**src/rtl/dff_bank_arbiter_if.sv**
```systemverilog
// dff_bank_arbiter_if: requester-side bus of the shared-register arbiter.
interface dff_bank_arbiter_if #(
  parameter int NREQ = 4,
  parameter int WIDTH = 8,
  parameter int IDW = 2
);
  logic [NREQ-1:0] req;
  logic [NREQ*WIDTH-1:0] wdata;
  logic [NREQ-1:0] grant;
  logic [NREQ-1:0] ack;
  logic [WIDTH-1:0] q;
  logic busy;
  logic [IDW-1:0] last_id;
  modport master (output req, wdata, input grant, ack, q, busy, last_id);
  modport slave (input req, wdata, output grant, ack, q, busy, last_id);
endinterface

```
**src/rtl/dff_bank_arbiter.sv**
```systemverilog
// dff_bank_arbiter: round-robin sharing of one WIDTH-bit register among NREQ requesters.
module dff_bank_arbiter #(
  parameter int NREQ = 4,
  parameter int WIDTH = 8,
  parameter int IDW = 2
) (
  input logic clk,
  input logic rst,
  dff_bank_arbiter_if.slave bus
);
  typedef enum logic [1:0] {IDLE, GRANT, ACK} state_t;
  state_t state;
  logic [IDW-1:0] ptr, win, sel, idx;
  logic [NREQ-1:0] sel_oh;
  // Scan downwards from ptr+NREQ-1 so the last hit is the first requester at or after ptr.
  always_comb begin
    sel = ptr;
    idx = ptr;
    for (int k = NREQ - 1; k >= 0; k--) begin
      idx = IDW'((int'(ptr) + k) % NREQ);
      sel = bus.req[idx] ? idx : sel;
    end
    sel_oh = NREQ'(1) << sel;
  end
  always_ff @(posedge clk or posedge rst) begin
    if (rst) begin
      state <= IDLE;
      bus.grant <= '0;
      bus.ack <= '0;
      bus.q <= '0;
      bus.busy <= 1'b0;
      bus.last_id <= '0;
      ptr <= '0;
      win <= '0;
    end else begin
      case (state)
        IDLE: if (|bus.req) begin
          state <= GRANT;
          win <= sel;
          bus.grant <= sel_oh;
          bus.busy <= 1'b1;
        end
        GRANT: if (bus.req[win]) begin
          state <= ACK;
          bus.q <= bus.wdata[win*WIDTH +: WIDTH];
          bus.ack <= bus.grant;
          bus.last_id <= win;
        end else begin
          state <= IDLE;
          bus.grant <= '0;
          bus.busy <= 1'b0;
        end
        ACK: begin
          state <= IDLE;
          bus.grant <= '0;
          bus.ack <= '0;
          bus.busy <= 1'b0;
          ptr <= (win == IDW'(NREQ - 1)) ? '0 : win + 1'b1;
        end
        default: state <= IDLE;
      endcase
    end
  end
endmodule
```
**src/flat_wrapper.sv**
```systemverilog
// flat-port wrapper written by rule: the top's interface ports become plain ports
module dff_bank_arbiter_flat 
#(
  parameter int NREQ = 4,
  parameter int WIDTH = 8,
  parameter int IDW = 2
)
  (clk, rst, bus_req, bus_wdata, bus_grant, bus_ack, bus_q, bus_busy, bus_last_id);
  dff_bank_arbiter_if #(.NREQ(NREQ), .WIDTH(WIDTH), .IDW(IDW)) bus_i ();
  input logic clk;
  input logic rst;
  input wire logic [$bits(bus_i.req)-1:0] bus_req;
  input wire logic [$bits(bus_i.wdata)-1:0] bus_wdata;
  output wire logic [$bits(bus_i.grant)-1:0] bus_grant;
  output wire logic [$bits(bus_i.ack)-1:0] bus_ack;
  output wire logic [$bits(bus_i.q)-1:0] bus_q;
  output wire logic [$bits(bus_i.busy)-1:0] bus_busy;
  output wire logic [$bits(bus_i.last_id)-1:0] bus_last_id;
  assign bus_i.req = bus_req;
  assign bus_i.wdata = bus_wdata;
  assign bus_grant = bus_i.grant;
  assign bus_ack = bus_i.ack;
  assign bus_q = bus_i.q;
  assign bus_busy = bus_i.busy;
  assign bus_last_id = bus_i.last_id;
  dff_bank_arbiter #(.NREQ(NREQ), .WIDTH(WIDTH), .IDW(IDW)) u_core (.clk(clk), .rst(rst), .bus(bus_i));
endmodule
```
**config.mk**
```make
export PLATFORM = sky130hd
export DESIGN_NAME = dff_bank_arbiter_flat
export DESIGN_NICKNAME = d
export VERILOG_FILES = /design/src/rtl/dff_bank_arbiter_if.sv /design/src/rtl/dff_bank_arbiter.sv /design/src/flat_wrapper.sv
export SDC_FILE = /design/constraint.sdc
export NUM_CORES = 1
export LEC_CHECK = 0
export BUFFER_PORTS_ARGS = -buffer_cell sky130_fd_sc_hd__clkbuf_2
export CORE_ASPECT_RATIO = 0.6
export CORE_UTILIZATION = 54
export CTS_BUF_LIST = sky130_fd_sc_hd__clkbuf_2
export CTS_CLUSTER_SIZE = 10
export DETAILED_ROUTE_END_ITERATION = 8
export GPL_TIMING_DRIVEN = 1
export PLACE_DENSITY = 0.95
export SLEW_MARGIN = 30
export SYNTH_ARGS = -nofsm -noshare
export SYNTH_HDL_FRONTEND = slang
export SYNTH_SLANG_ARGS = --single-unit
```
**constraint.sdc**
```tcl
create_clock -name clk -period 2.9 [get_ports clk]
set_input_delay 0.145 -clock clk [delete_from_list [all_inputs] [get_ports clk]]
set_output_delay 0.145 -clock clk [all_outputs]
set_load 0.02 [all_outputs]
```
==> out/results.txt, run 1 <==
Worst R2R End: u_core.bus.q[3]
Crit Path Max Fanout: 18
Reg2reg setup slack: 610 ps
Crit share post-route: 78.93%
FF-to-FF Start: u_core.state[1]
First-pass GRT wire length: 5.747 mm
Reg power frac: 37.8%
Status: complete, no violations
Pint: 981.4 uW
H-Tree Level Count: 1
Largest net degree at the start of global routing: 26
Wire length per cell: 17.35 um
Power share of the combinational group: 54.2%
# diodes: 0
WP data required: 3190 ps
Starting density of the core: 57.19%
Dpl cells: 199
Post-synth EDFFs: 0
Core Area: 2505 um^2
Min Tclk post-route: 2289 ps
Port bufs: 56
Gr ovfl total: 0
FILL cells: 190
Max-cap violations: 0
Mean post-synth cell area: 12.35 um^2
Hold Path Stages: 3
Post-synthesis instance total: 116
Worst Hold End: u_core.bus.q[5]
Clock transition at path regs: 230 ps
Clk_lat worst skew: 360 ps
Maximum VDD drop: 0.5136 mV
Leak: 0.0008621 uW
Pins Over Slew Limit: 0
DP HPWL: 2.784 mm
CTS root buf: clkbuf_2
Worst Setup SP: u_core.state[1]
Startpoint Class: register
FF/Latch Area: 625.6 um^2
Synth warnings: 0
Total wire length: 3.539 mm
Nature of the critical path endpoint: register
CTS Buf Count: 3
Drt pass-1 iters: 4
Fraction of layout instances using a drive strength above 1: 49.42%
Iteration-0 DRC Markers: 86
Remaining antenna violation count after routing: 0
P&R area growth vs syn: 22.36%
CP max-delay cell: a22o_1
Die X: 68.50 um
Die Span Y: 41.90 um
Net Sw Power: 767.5 uW
Hold Path Origin: bus_wdata[13]
Initial antenna violation count: 0
# nets final: 216
Syn Std Cell Area: 1433 um^2
Syn Nets: 159
Register area share after synthesis: 43.67%
Unrepaired setup endpoints after global routing: false
Vias in the first global route: 1306
Setup_tns: 0 ps
Switching Fraction: 43.88%
Final setup viols: 0
Die ar.: 2870 um^2
# clock sinks: 25
Placer Congestion: 0.8162
Pwr/cell area: 997.7 nW/um^2
Number of core rows: 14
Worst Path Arrival: 2580 ps
Worst-path cell chain: inv_1, ha_1, nor2b_1, a22o_1, mux2_2
Max Buffers Root-to-Sink: 2
Post-CTS sizing: 0
Final clock skew: 0.8226 ps
Fmax: 436.9 MHz
Distinct cells, synth: 34
WS Path Type: register to register
Total Routing Usage GR: 28.20%
CP max stage delay: 630 ps
Hold Fails Final Rpt: 0
Cell Count, Final, Fillers Out: 204
DR vias: 1258
Multi-input gate area: 754.5 um^2
Via/cell ratio: 6.167
TritonCTS clock tree: done
Drt drc: 0
Worst rel slew slack: 52.43%
I/O Pins: 57
Ys async rst share: 100.0%
Worst Tran Pin Value: 713.5 ps
Clock group share of total power: 8.0%
Hold WC Path Type: input pin to register
Yosys reg bits: 25
R2r worst-path depth: 5
Ys flop type: dfrtp_1
timing repair:
| action | 4_1_cts | 5_1_grt |
|---|---|---|
| setup buffers | 0 | 0 |
| setup endpoints to repair | 0 | 0 |
| endpoints found under the hold margin | 25 | 0 |
| hold buffers | 1 | 0 |
logic make-up (layout without fill, tap and decap cells):
group / Yosys count / count (layout) / share of synthesized area (%)
AOI/OAI and AO/OA: 36 / 36 / 17.56
and+or+nand+nor: 18 / 18 / 7.687
muxes: 21 / 21 / 23.06
adders and majority gates: 5 / 5 / 4.367
buffers and inverters: 11 / 67 / 3.667
DFF: 25 / 25 / 43.67
synth_stat cells (2+ instances only):
cell       count  share of area [%]
a21oi_1        2               0.70
o31ai_1        4                2.1
ha_1           5                4.4
a31oi_1        3                1.3
nand2b_1       2               0.87
o21bai_1       2                1.0
mux2_2        12                9.4
nand2_1        2               0.52
dfrtp_1       25                 44
inv_1          6                1.6
o2bb2ai_1      3                1.8
nor2b_1        6                2.6
mux4_2         8                 13
a22o_1         2                1.2
buf_2          3                1.0
o21ai_0       10                3.5
a21o_1         3                1.6
a31o_2         2                1.2
cell type report:
| cell class | count | area share [%] |
|---|---|---|
| Clock buffer | 3 | 0.8565 |
| Clock inverter | 1 | 0.2855 |
| Inverter | 6 | 1.285 |
| Multi-Input combinational cell | 80 | 43.04 |
| Sequential cell | 25 | 35.69 |
| Tap cell | 32 | 2.284 |
| Timing Repair Buffer | 57 | 16.56 |
cell usage in the layout (no fill, tap or decap), drive strengths merged, types with 2 or more instances in the layout:
cell type  count
o31ai          4
a31o           2
o21bai         2
o2bb2ai        3
nand2b         2
clkbuf        59
a22o           2
mux4           8
inv            6
a31oi          3
mux2          13
nand2          2
ha             5
nor2b          6
o21ai         10
a21oi          2
a21o           3
dfrtp         25
worst max path at each step:
stage / endpoint / slack (ps) / depth (start not counted)
4_1_cts: u_core.bus.grant[3] / 620 / 4
6_report: u_core.bus.q[3] / 610 / 5
3_3_place_gp: u_core.bus.grant[2] / 790 / 4
5_1_grt: u_core.bus.q[6] / 460 / 5
3_5_place_dp: u_core.bus.q[3] / 680 / 5
2_1_floorplan: u_core.bus.grant[2] / 1090 / 8
state kept, by name, indices dropped and copies added, names as in the netlist:
name	cells
u_core.bus.busy	1
u_core.ptr	2
u_core.bus.ack	4
u_core.bus.grant	4
u_core.state	2
u_core.bus.q	8
u_core.win	2
u_core.bus.last_id	2
power by group through the flow:
stage | Sequential (uW) | Combinational, uW | Clock (uW)
4_1_cts | 662 | 944 | 140
6_report | 660 | 948 | 141
3_5_place_dp | 671 | 937 | 0
5_1_grt | 687 | 1020 | 155
2_1_floorplan | 728 | 615 | 0
3_3_place_gp | 654 | 884 | 0
through the flow:
step	setup WS, ps	hold WS [ps]	area [um^2]	utilization, %	power [uW]
floorplan	1090	172.3	1433	-	1343
global placement	788.6	359.5	1723	68.78	1538
detailed placement	677.5	375.8	1723	68.78	1608
CTS	622.3	213.3	1753	69.98	1745
global route	459.7	192.5	1753	69.98	1866
finish	611.1	212.4	1753	69.98	1749
routing by layer:
layer / part of all wire (%) / global-route usage, % / vias up
met2: 49 / 46.86 / 63
met3: 8.3 / 8.516 / 10
met4: 2.1 / 12.92 / 0
met1: 40 / 33.03 / 625
met5: 0 / 0 / -
li1: - / - / 560
critical path, delay by kind of cell (launching register included):
family / cells / cell delay [ps]
AOI/OAI and AO/OA: 1 / 630
adders and majority gates: 1 / 350
buffers and inverters: 1 / 90
DFF: 1 / 480
muxes: 1 / 420
and+or+nand+nor: 1 / 240
Note: power is estimated with default switching activity, not from simulation.
==> run 2: changes to the inputs <==
--- a/config.mk
+++ b/config.mk
@@ -7,12 +7,12 @@
 export LEC_CHECK = 0
 export BUFFER_PORTS_ARGS = -buffer_cell sky130_fd_sc_hd__clkbuf_2
 export CORE_ASPECT_RATIO = 0.6
-export CORE_UTILIZATION = 54
+export CORE_UTILIZATION = 45
 export CTS_BUF_LIST = sky130_fd_sc_hd__clkbuf_2
 export CTS_CLUSTER_SIZE = 10
 export DETAILED_ROUTE_END_ITERATION = 8
 export GPL_TIMING_DRIVEN = 1
-export PLACE_DENSITY = 0.95
+export PLACE_DENSITY = 0.88
 export SLEW_MARGIN = 30
 export SYNTH_ARGS = -nofsm -noshare
 export SYNTH_HDL_FRONTEND = slang
==> constraint.sdc (replaced) <==
create_clock -name clk -period 2.1 [get_ports clk]
set_input_delay 0.105 -clock clk [delete_from_list [all_inputs] [get_ports clk]]
set_output_delay 0.105 -clock clk [all_outputs]
set_load 0.02 [all_outputs]
==> out/results.txt, run 2 (synthesis results as in run 1) <==
Status: complete, no violations
CTS Buf Count: 3
Setup WS pre-CTS: 205.6 ps
Startpoint Class: register
Worst hold margin: 178.1 ps
CTS Hold Bufs: 1
Worst Hold End: u_core.bus.q[3]
Setup ws final: 181.1 ps
Maximum VDD drop: 0.6390 mV
Setup_tns: 0 ps
Power share of the combinational group: 57.5%
Commonest non-fill, non-tap cell in the layout: clkbuf_2
Reg power frac: 34.3%
First-pass GRT wire length: 6.044 mm
Setup Buffers After CTS: 0
Clock transition at path regs: 240 ps
Die ar.: 3421 um^2
Leak: 0.0008829 uW
Post-CTS sizing: 0
Commonest non-fill, non-tap cells in the layout: clkbuf_2, dfrtp_1, mux2_2, o21ai_0, mux4_2
Crit Path Max Fanout: 10
Max reg flops: 8
# diodes: 0
Drt drc: 0
Hold Path Stages: 3
WS Path Type: register to register
Largest registers: u_core.bus.q (8), u_core.bus.ack (4), u_core.bus.grant (4)
Drt pass-1 iters: 4
Unrepaired setup endpoints after global routing: false
Reg2reg setup slack: 180 ps
Nature of the critical path endpoint: register
Clock group share of total power: 8.1%
Vias in the first global route: 1241
Total wire length: 3.640 mm
TritonCTS clock tree: done
Hold Path Origin: bus_wdata[3]
DR vias: 1209
Worst rel slew slack: 58.33%
Switching Fraction: 43.19%
Initial antenna violation count: 0
Port bufs: 56
Worst Tran Pin Value: 619.3 ps
Final setup viols: 0
Die X: 74.84 um
Pint: 1407 uW
Via/cell ratio: 5.546
Pins Over Slew Limit: 0
Core Area: 2947 um^2
Placer Congestion: 0.7778
Iteration-0 DRC Markers: 70
FF-to-FF Start: u_core.state[1]
Fraction of layout instances using a drive strength above 1: 50.57%
Worst-path cell chain: inv_1, ha_1, nor2b_1, a22o_1, buf_4, mux2_2
# clock sinks: 25
Crit share post-route: 91.38%
Starting density of the core: 48.62%
Clk_lat worst skew: 360 ps
Min Tclk post-route: 1919 ps
Gr ovfl total: 0
CP max-delay cell: dfrtp_1
Max Buffers Root-to-Sink: 2
Largest net degree at the start of global routing: 26
Dpl cells: 213
Worst Setup SP: u_core.state[1]
Fmax: 521.1 MHz
# nets final: 220
CP max stage delay: 470 ps
Max-cap violations: 0
R2r worst-path depth: 6
P&R area growth vs syn: 25.33%
Net Sw Power: 1070 uW
CTS root buf: clkbuf_2
Largest register by flop count: u_core.bus.q
WP data required: 2380 ps
Die Span Y: 45.71 um
Hold Fails Final Rpt: 0
Cell Count, Final, Fillers Out: 218
Final clock skew: 4.970 ps
Total Routing Usage GR: 25.00%
Pwr/cell area: 1379 nW/um^2
Remaining antenna violation count after routing: 0
H-Tree Level Count: 1
Worst R2R End: u_core.bus.q[0]
Number of core rows: 15
Worst Path Arrival: 2200 ps
I/O Pins: 57
DP HPWL: 2.931 mm
Hold WC Path Type: input pin to register
Wire length per cell: 16.70 um
-- run 2: power by group through the flow --
stage / Clock (uW) / Combinational [uW] / Sequential [uW]
after floorplan: 0 / 849 / 1010
after global placement: 0 / 1350 / 837
after detailed placement: 0 / 1430 / 864
after CTS: 201 / 1430 / 849
after global routing: 226 / 1550 / 879
final: 202 / 1430 / 850
-- run 2: per-layer routing --
| metal | vias up | wire length, um | GRT usage, % |
|---|---|---|---|
| met5 | - | 0 | 0 |
| met4 | 0 | 28 | 6.038 |
| met3 | 4 | 194 | 5.973 |
| met2 | 43 | 1900 | 44.68 |
| met1 | 597 | 1516 | 31.10 |
| li1 | 565 | - | - |
-- run 2: critical path, delay by kind of cell, from the launching register on --
kind                       cells  cell delay (ps)
AOI/OAI and AO/OA              1              180
adders and majority gates      1              320
buffers and inverters          2              290
DFF                            1              470
muxes                          1              360
and+or+nand+nor                1              210
-- run 2: final cells by class --
class                      count  area [um^2]
timing repair buffer          61        320.3
multi-input combinational     80        754.5
inverter                       6        22.52
clock buffer                   4        20.02
sequential                    25        625.6
tap                           42        52.55
fill                         251         1151
-- run 2: worst max path at each step --
stage | slack, ps | endpoint | cells after the start
after global placement | 290 | u_core.bus.q[1] | 6
after global routing | 40 | u_core.bus.q[2] | 6
after floorplan | 290 | u_core.bus.grant[2] | 8
after detailed placement | 210 | u_core.bus.q[2] | 6
final | 180 | u_core.bus.q[0] | 6
after CTS | 180 | u_core.bus.q[2] | 6
-- run 2: per-stage QoR --
stage	util [%]	area, um^2	total power, uW
6_report	60.93	1795	2477
5_1_grt	60.93	1795	2653
4_1_cts	60.93	1795	2483
3_5_place_dp	59.92	1765	2289
3_3_place_gp	59.92	1765	2185
2_1_floorplan	-	1433	1854
==> run 3: changes to the inputs <==
--- a/config.mk
+++ b/config.mk
@@ -7,12 +7,12 @@
 export LEC_CHECK = 0
 export BUFFER_PORTS_ARGS = -buffer_cell sky130_fd_sc_hd__clkbuf_2
 export CORE_ASPECT_RATIO = 0.6
-export CORE_UTILIZATION = 45
+export CORE_UTILIZATION = 50
 export CTS_BUF_LIST = sky130_fd_sc_hd__clkbuf_2
 export CTS_CLUSTER_SIZE = 10
 export DETAILED_ROUTE_END_ITERATION = 8
 export GPL_TIMING_DRIVEN = 1
-export PLACE_DENSITY = 0.88
+export PLACE_DENSITY = 0.92
 export SLEW_MARGIN = 30
 export SYNTH_ARGS = -nofsm -noshare
 export SYNTH_HDL_FRONTEND = slang
==> constraint.sdc (replaced) <==
create_clock -name clk -period 2.07 [get_ports clk]
set_input_delay 0.1035 -clock clk [delete_from_list [all_inputs] [get_ports clk]]
set_output_delay 0.1035 -clock clk [all_outputs]
set_load 0.02 [all_outputs]
==> out/results.txt, run 3 (synthesis results as in run 1) <==
Max Buffers Root-to-Sink: 2
Failing checks: DRC
Commonest non-fill, non-tap cell in the layout: clkbuf_2
Net Sw Power: 1125 uW
Commonest non-fill, non-tap cells in the layout: clkbuf_2, dfrtp_1, mux2_2, o21ai_0, mux4_2
Wire length per cell: 18.71 um
Largest register by flop count: u_core.bus.q
R2r worst-path depth: 6
# nets final: 222
P&R area growth vs syn: 25.85%
Min Tclk post-route: 1961 ps
Starting density of the core: 54.89%
Overall power: 2574 uW
Clock transition at path regs: 280 ps
Clk_lat worst skew: 390 ps
Final Util: 69.08%
WP data required: 2360 ps
Clock group share of total power: 8.3%
WS Path Type: register to register
Reg2reg setup slack: 110 ps
Drt pass-1 iters: 6
Worst R2R End: u_core.bus.q[1]
Worst Tran Pin Value: 675.4 ps
Largest net degree at the start of global routing: 26
FF-to-FF Start: u_core.state[1]
Worst Hold End: u_core.bus.q[5]
M1 WL: 1.523 mm
I/O Pins: 57
Gr ovfl total: 0
Maximum VDD drop: 0.6991 mV
Die ar.: 3090 um^2
Drt drc: 7
Setup_tns: 0 ps
Setup WS pre-CTS: 74.26 ps
Status: finished, violations left
Cell Count, Final, Fillers Out: 210
Hold WC Path Type: input pin to register
Hold Path Origin: bus_wdata[5]
Max reg flops: 8
Pint: 1449 uW
Startpoint Class: register
Largest registers: u_core.bus.q (8), u_core.bus.ack (4), u_core.bus.grant (4)
DP HPWL: 3.126 mm
Initial antenna violation count: 0
Crit share post-route: 94.73%
First-pass GRT wire length: 6.320 mm
Setup Buffers After CTS: 0
Final clock skew: 32.49 ps
# diodes: 0
Routed wl met2: 2.000 mm
DR vias: 1290
CTS Buf Count: 3
Die X: 71.11 um
CTS root buf: clkbuf_2
Worst rel slew slack: 54.56%
Number of core rows: 14
Metal3 WL: 323 um
Final setup viols: 0
Total wire length: 3.930 mm
H-Tree Level Count: 1
Fmax: 510.0 MHz
Top Layer Used: met4
Port bufs: 56
Power share of the combinational group: 57.7%
Nature of the critical path endpoint: register
Worst Setup SP: u_core.state[1]
Leak: 0.0008879 uW
Die Span Y: 43.46 um
Pwr/cell area: 1428 nW/um^2
Remaining antenna violation count after routing: 0
Worst Path Arrival: 2250 ps
Hold Path Stages: 3
Unrepaired setup endpoints after global routing: false
Reg power frac: 34.0%
Core Area: 2610 um^2
# clock sinks: 25
Iteration-0 DRC Markers: 60
Vias in the first global route: 1300
Setup ws final: 109.2 ps
Dpl cells: 205
Switching Fraction: 43.72%
Placer Congestion: 0.7932
Fraction of layout instances using a drive strength above 1: 51.69%
Crit Path Max Fanout: 10
Via/cell ratio: 6.143
Hold Fails Final Rpt: 0
Pins Over Slew Limit: 0
Max-cap violations: 0
TritonCTS clock tree: done
Total Routing Usage GR: 27.93%
run 3: cell type report:
class | count | area [um^2]
Clock buffer | 3 | 15.01
Clock inverter | 1 | 7.507
Tap cell | 32 | 40.04
Sequential cell | 25 | 625.6
Inverter | 6 | 22.52
Fill cell | 196 | 807.0
Timing Repair Buffer | 63 | 335.3
Multi-Input combinational cell | 80 | 757.0
run 3: repair_timing:
| action | in CTS | in global routing |
|---|---|---|
| endpoints found under the hold margin | 25 | 0 |
| endpoints found under the setup margin | 0 | 9 |
| hold buffers | 1 | 0 |
| gates resized for setup | 0 | 1 |
run 3: worst max-delay path by stage:
stage          slack [ps]             endpoint  cells after the start
2_1_floorplan         260  u_core.bus.grant[2]                      8
3_3_place_gp          210      u_core.bus.q[1]                      6
3_5_place_dp           70      u_core.bus.q[1]                      6
4_1_cts                40      u_core.bus.q[1]                      6
5_1_grt                10      u_core.bus.q[1]                      6
6_report              110      u_core.bus.q[1]                      6
run 3: worst max-delay path, cell delays in order, from the launching register on:
cell and delay [ps]:
dfrtp_1 470, inv_1 110, ha_2 280, nor2b_1 210, a22o_1 280, buf_4 190
mux2_2 350
run 3: power groups by stage:
stage          Sequential [uW]  Combinational [uW]  Clock (uW)
2_1_floorplan             1020                 861           0
3_3_place_gp               856                1390           0
3_5_place_dp               883                1460           0
4_1_cts                    870                1470         208
5_1_grt                    903                1600         230
6_report                   875                1480         214
run 3: metal layers:
metal / up-vias / GRT usage [%]
met2: 75 / 52.69
met1: 633 / 32.32
li1: 571 / -
met3: 11 / 6.512
met5: - / 0
met4: 0 / 8.800
run 3: metrics by stage:
| stage | area [um^2] | hold slack (ps) |
|---|---|---|
| 6_report | 1803 | 139.0 |
| 5_1_grt | 1803 | 126.2 |
| 4_1_cts | 1800 | 151.3 |
| 3_5_place_dp | 1768 | 353.3 |
| 3_3_place_gp | 1768 | 324.4 |
| 2_1_floorplan | 1433 | 130.8 |
